`config.mk`:
```
export PLATFORM = sky130hd
export DESIGN_NAME = reg_file_cc
export DESIGN_NICKNAME = d
export VERILOG_FILES = /design/src/rtl/reg_file_cc.sv
export SDC_FILE = /design/constraint.sdc
export NUM_CORES = 1
export LEC_CHECK = 0
export ABC_AREA = 1
export BUFFER_PORTS_ARGS = -buffer_cell sky130_fd_sc_hd__buf_2
export CORE_ASPECT_RATIO = 2
export CORE_MARGIN = 8
export CORE_UTILIZATION = 57
export DETAILED_ROUTE_END_ITERATION = 7
export GPL_TIMING_DRIVEN = 0
export PLACE_DENSITY = 0.78
export SYNTH_ARGS = -nofsm -noshare
export SYNTH_HDL_FRONTEND = slang
export SYNTH_SLANG_ARGS = --single-unit
export TNS_END_PERCENT = 1
```
`constraint.sdc`:
```
create_clock -name Clk -period 2.3 [get_ports Clk]
set_clock_uncertainty 0.15 [all_clocks]
set_input_delay 0.46 -clock Clk [delete_from_list [all_inputs] [get_ports Clk]]
set_output_delay 0.46 -clock Clk [all_outputs]
set_load 0.02 [all_outputs]
```
`src/rtl/reg_file_cc.sv`:
```
// LC-3 register file: destination select, eight GPRs with two combinational read ports,
// NZP condition codes and the BEN branch-enable flop. Writes land on the rising edge; reads never bypass.
module reg_file_cc #(
   parameter int DATA_W = 16,
   parameter int NREG   = 8
) (
   input  logic              Clk,
   input  logic              Reset,
   input  logic [15:0]       ir,
   input  logic [DATA_W-1:0] bus,
   input  logic [2:0]        sr1_addr,
   input  logic              DRMUX,
   input  logic              LD_REG,
   input  logic              LD_CC,
   input  logic              LD_BEN,
   output logic [DATA_W-1:0] sr1_out,
   output logic [DATA_W-1:0] sr2_out,
   output logic [2:0]        nzp,
   output logic              ben
);

   logic [DATA_W-1:0] regs_q [NREG];
   logic [2:0]        nzp_q, nzp_d;
   logic              ben_q, ben_d;
   logic [2:0]        dr;

   // Opcode and immediate fields are decoded elsewhere; only the register fields matter here.
   logic unused_ir_bits;
   assign unused_ir_bits = ^{ir[15:12], ir[8:3]};

   assign dr = DRMUX ? 3'b111 : ir[11:9];

   always_comb begin
      nzp_d = 3'b001;
      if (bus[DATA_W-1]) begin
         nzp_d = 3'b100;
      end else if (bus == '0) begin
         nzp_d = 3'b010;
      end
   end

   // BEN looks at the registered nzp, so a same-cycle LD_CC is not seen.
   assign ben_d = (ir[11] & nzp_q[2]) | (ir[10] & nzp_q[1]) | (ir[9] & nzp_q[0]);

   always_ff @(posedge Clk) begin
      if (Reset) begin
         for (int i = 0; i < NREG; i++) begin
            regs_q[i] <= '0;
         end
         nzp_q <= 3'b000;
         ben_q <= 1'b0;
      end else begin
         if (LD_REG) begin
            regs_q[dr] <= bus;
         end
         if (LD_CC) begin
            nzp_q <= nzp_d;
         end
         if (LD_BEN) begin
            ben_q <= ben_d;
         end
      end
   end

   assign sr1_out = regs_q[sr1_addr];
   assign sr2_out = regs_q[ir[2:0]];
   assign nzp     = nzp_q;
   assign ben     = ben_q;

endmodule

```
==> implementation parameters <==
Parameter                              Value

STA
  Hold Slack    0.0680 ns
  Count of final max-slew check failures    0
  Slew Limit Headroom    46.2%
  Setup Total Neg Slack    0 ns
  Count of endpoints failing hold in the final timing report    0
  RSZ-0062 raised after global routing    yes
  Final Cycle Share    99.7%
  Minimum period implied by the final worst setup slack    2.29 ns
  Final count of negative-setup-slack endpoints    0
  Worst Max-Slew Pin Slew    0.806 ns
  Final worst setup slack    0.00594 ns
  Maximum achievable frequency    436 MHz

CTS
  CTS root buffer    clkbuf_16
  TritonCTS clock tree    yes
  Sinks on Clock Net    132
  CTS hold repair buffers    0
  Clock buffer depth    2
  CTS H-Tree Depth    4
  Clock latency reported for the late side of the worst-skew pair    0.42 ns
  Clock-pin slew on the worst setup and hold paths    0.06 ns
  Clock buffers created by TritonCTS    17

Worst setup path
  Most frequent cell on the critical path    buf_2
  Critical path launch point    sr1_addr[0]
  Peak fanout along the critical path    10
  Critical Path Slowest Stage Cell    o211ai_1
  Worst setup EP type    output pin
  Critical setup path kind    primary input to output pin
  List of cells traversed by the critical path    buf_2, buf_2, o211ai_1, nand3_2, and2_1, buf_2
  Critical path required time    1.69 ns
  Data arrival time at the worst-slack endpoint    1.68 ns
  Slowest stage delay, CP    0.24 ns
  Reg-to-reg startpoint    nzp[0]
  Critical Path Start Type    primary input

Placed design
  Post-Place Setup Slack    -0.403 ns
  Placer Congestion    0.985
  PortBufs    60
  Total instance count after detailed placement    1020
  Total half-perimeter wirelength after legalization and detailed placement    16600 um

Power and ir drop
  Net switching power    1790 uW
  Fraction of power spent switching nets    26.4%
  Highest ir drop seen on vdd    0.716 mV
  Clock share of power    44.3%
  P_leak    0.00346 uW
  Logic pwr share    13.7%
  Power per unit of standard cell area    807 mW/mm2
  Internal power summed over all cells    4990 uW
  Sequential Power Share    42.0%

Logic synthesis
  Count of distinct cell types in the synthesized netlist    19
  Number of synthesized register bits    132
  Predominant post-synthesis flop cell    edfxtp_1
  Synth warn    0
  Mean area per synthesized cell    8.86 um2
  Share of synthesized registers carrying an async set or reset    0%
  Share of synthesized cell area in full adder, half adder and majority cells    0%
  Syn nets    851
  Proportion of synthesized area in mux cells    0%
  Basic-gate share of the synthesized area counting and, or, nand and nor cells    20.4%
  Share of the synthesized netlist area taken by xor and xnor gates    0%
  Complex-gate fraction of the synthesized area    16.1%
  Netlist area before placement    0.00718 mm2
  EDFF count, synth    128
  Post-synthesis instance total    810
  Largest family of logic cells by synthesized area    simple AND/OR/NAND/NOR gates
  Sequential-to-total area share from yosys stat    54.7%

Floorplanning
  Effective utilization at floorplan    57.9%
  I/O pin cnt    77
  X dimension of the die    95.4 um
  Die Outline Area    0.0167 mm2
  Core area    0.0124 mm2
  Vertical die dimension    175 um
  Total number of placement rows    58

Global route
  Remaining global-route overflow    0
  Pin count of the biggest net entering global routing    17
  Via count of the first global-routing pass    6635
  Total routing resource utilization after global routing    29.2%
  Wire length of the first global-routing pass    35900 um
  Antenna violations before repair    0

Min path
  Worst min-delay path category    primary input to flip-flop
  Critical hold path startpoint    Reset

Routing
  Number of vias per cell    6.37
  Drt first-iter violations    908
  Number of vias after detailed routing    6693
  DRC violations left    0
  Number of detailed-routing iterations run before antenna repair    8
  Average wire per standard cell    22.8 um
  Antenna violation net count after detailed routing    0
  Drt total wl    24000 um

Layout
  Area growth from synthesis to layout    17.0%
  Final net count    930
  Fraction of layout instances using a drive strength above 1    18.2%
  Antenna diode count    0
  Layout Cells excl Fill    1051

Flow run
  Number of max-cap violations    0

Run status
  Outcome    complete, no violations
registers in the layout (all words and copies together), names as in the netlist:
register,flops
nzp,3
regs_q,128
ben,1
worst paths after layout:
path | end | slack (ns) | depth (start not counted)
worst max-delay path | sr1_out[5] | 0.006 | 6
worst max register to register | ben | 1.45 | 2
worst min-delay path | nzp[1] | 0.07 | 2
worst min register to register | nzp[1] | 0.34 | 2
power groups by stage:
| stage | logic (uW) | clock network, uW | registers (uW) |
|---|---|---|---|
| floorplan | 557 | 0 | 2880 |
| global placement | 849 | 0 | 2880 |
| detailed placement | 872 | 0 | 2890 |
| CTS | 882 | 2970 | 2840 |
| global route | 990 | 3040 | 2860 |
| finish | 930 | 3000 | 2850 |
area by class of cell:
type	instances	area [um2]
clock buffer	19	433
clock inverter	12	204
tap	150	188
buffer	57	372
fill	978	4010
timing repair buffer	60	300
multi-input combinational	534	2650
inverter	87	330
sequential	132	3920
cells by family (layout without fill, tap and decap cells):
kind of cell    count (synthesis)  in the layout
simple gates                  336            336
compound gates                198            198
buf+inv                       144            235
flops                         132            132
cells in the mapped netlist, types with 17 or more instances:
cell / n / area, um2
a21oi_1: 66 / 330
edfxtp_1: 128 / 3840
nand3_1: 65 / 325
nor2_1: 143 / 537
o21ai_0: 67 / 335
and2_1: 32 / 200
buf_2: 29 / 145
clkbuf_1: 17 / 63.8
nand2_1: 85 / 319
o211ai_1: 64 / 480
inv_1: 87 / 327
cell usage in the layout, fill, tap and decap left out, types with 2 or more instances in the layout:
cell type  synthesis  routed
clkinv_2           0       2
o21ai_0           67      67
nand3_2            0       4
a21oi_1           66      66
buf_4              0       3
clkbuf_4           0       7
nand3_1           65      61
and2_1            32      31
nand2_2            8      11
clkbuf_2           0      14
buf_8              0       2
bufinv_16          0       5
clkbuf_16          0      17
nand2_1           85      82
clkinv_4           0       3
edfxtp_1         128     128
dfxtp_1            4       4
clkbuf_1          17       4
nor2_1           143     143
buf_2             29      82
inv_1             87      85
inv_6              0       2
buf_6              8       7
o211ai_1          64      64
routing by layer:
layer  GRT usage [%]  vias up  part of all wire [%]
met5               0        -                     0
met3            4.94      104                    10
met2            49.8      508                    52
met1            32.3     3143                    33
met4            18.1        0                   5.6
li1                -     2938                     -
critical path: cells and delay by family:
| kind | cells | cell delay [ns] |
|---|---|---|
| buf+inv | 3 | 0.57 |
| simple gates | 2 | 0.40 |
| compound gates | 1 | 0.24 |
through the flow:
| step | total power (uW) | util, % | cell area, um2 |
|---|---|---|---|
| 3_5_place_dp | 3760 | 61.8 | 7670 |
| 5_1_grt | 6890 | 67.7 | 8400 |
| 3_3_place_gp | 3730 | 61.8 | 7670 |
| 4_1_cts | 6700 | 67.1 | 8330 |
| 6_report | 6780 | 67.7 | 8400 |
| 2_1_floorplan | 3430 | - | 7180 |
repair_timing:
item                                    4_1_cts  5_1_grt
setup buffers                                 0        0
endpoints found under the setup margin       32       77
pin swaps                                     2        3
gates resized for setup                      12       43
endpoints found under the hold margin         0        0
(Power assumes the default switching activity.)
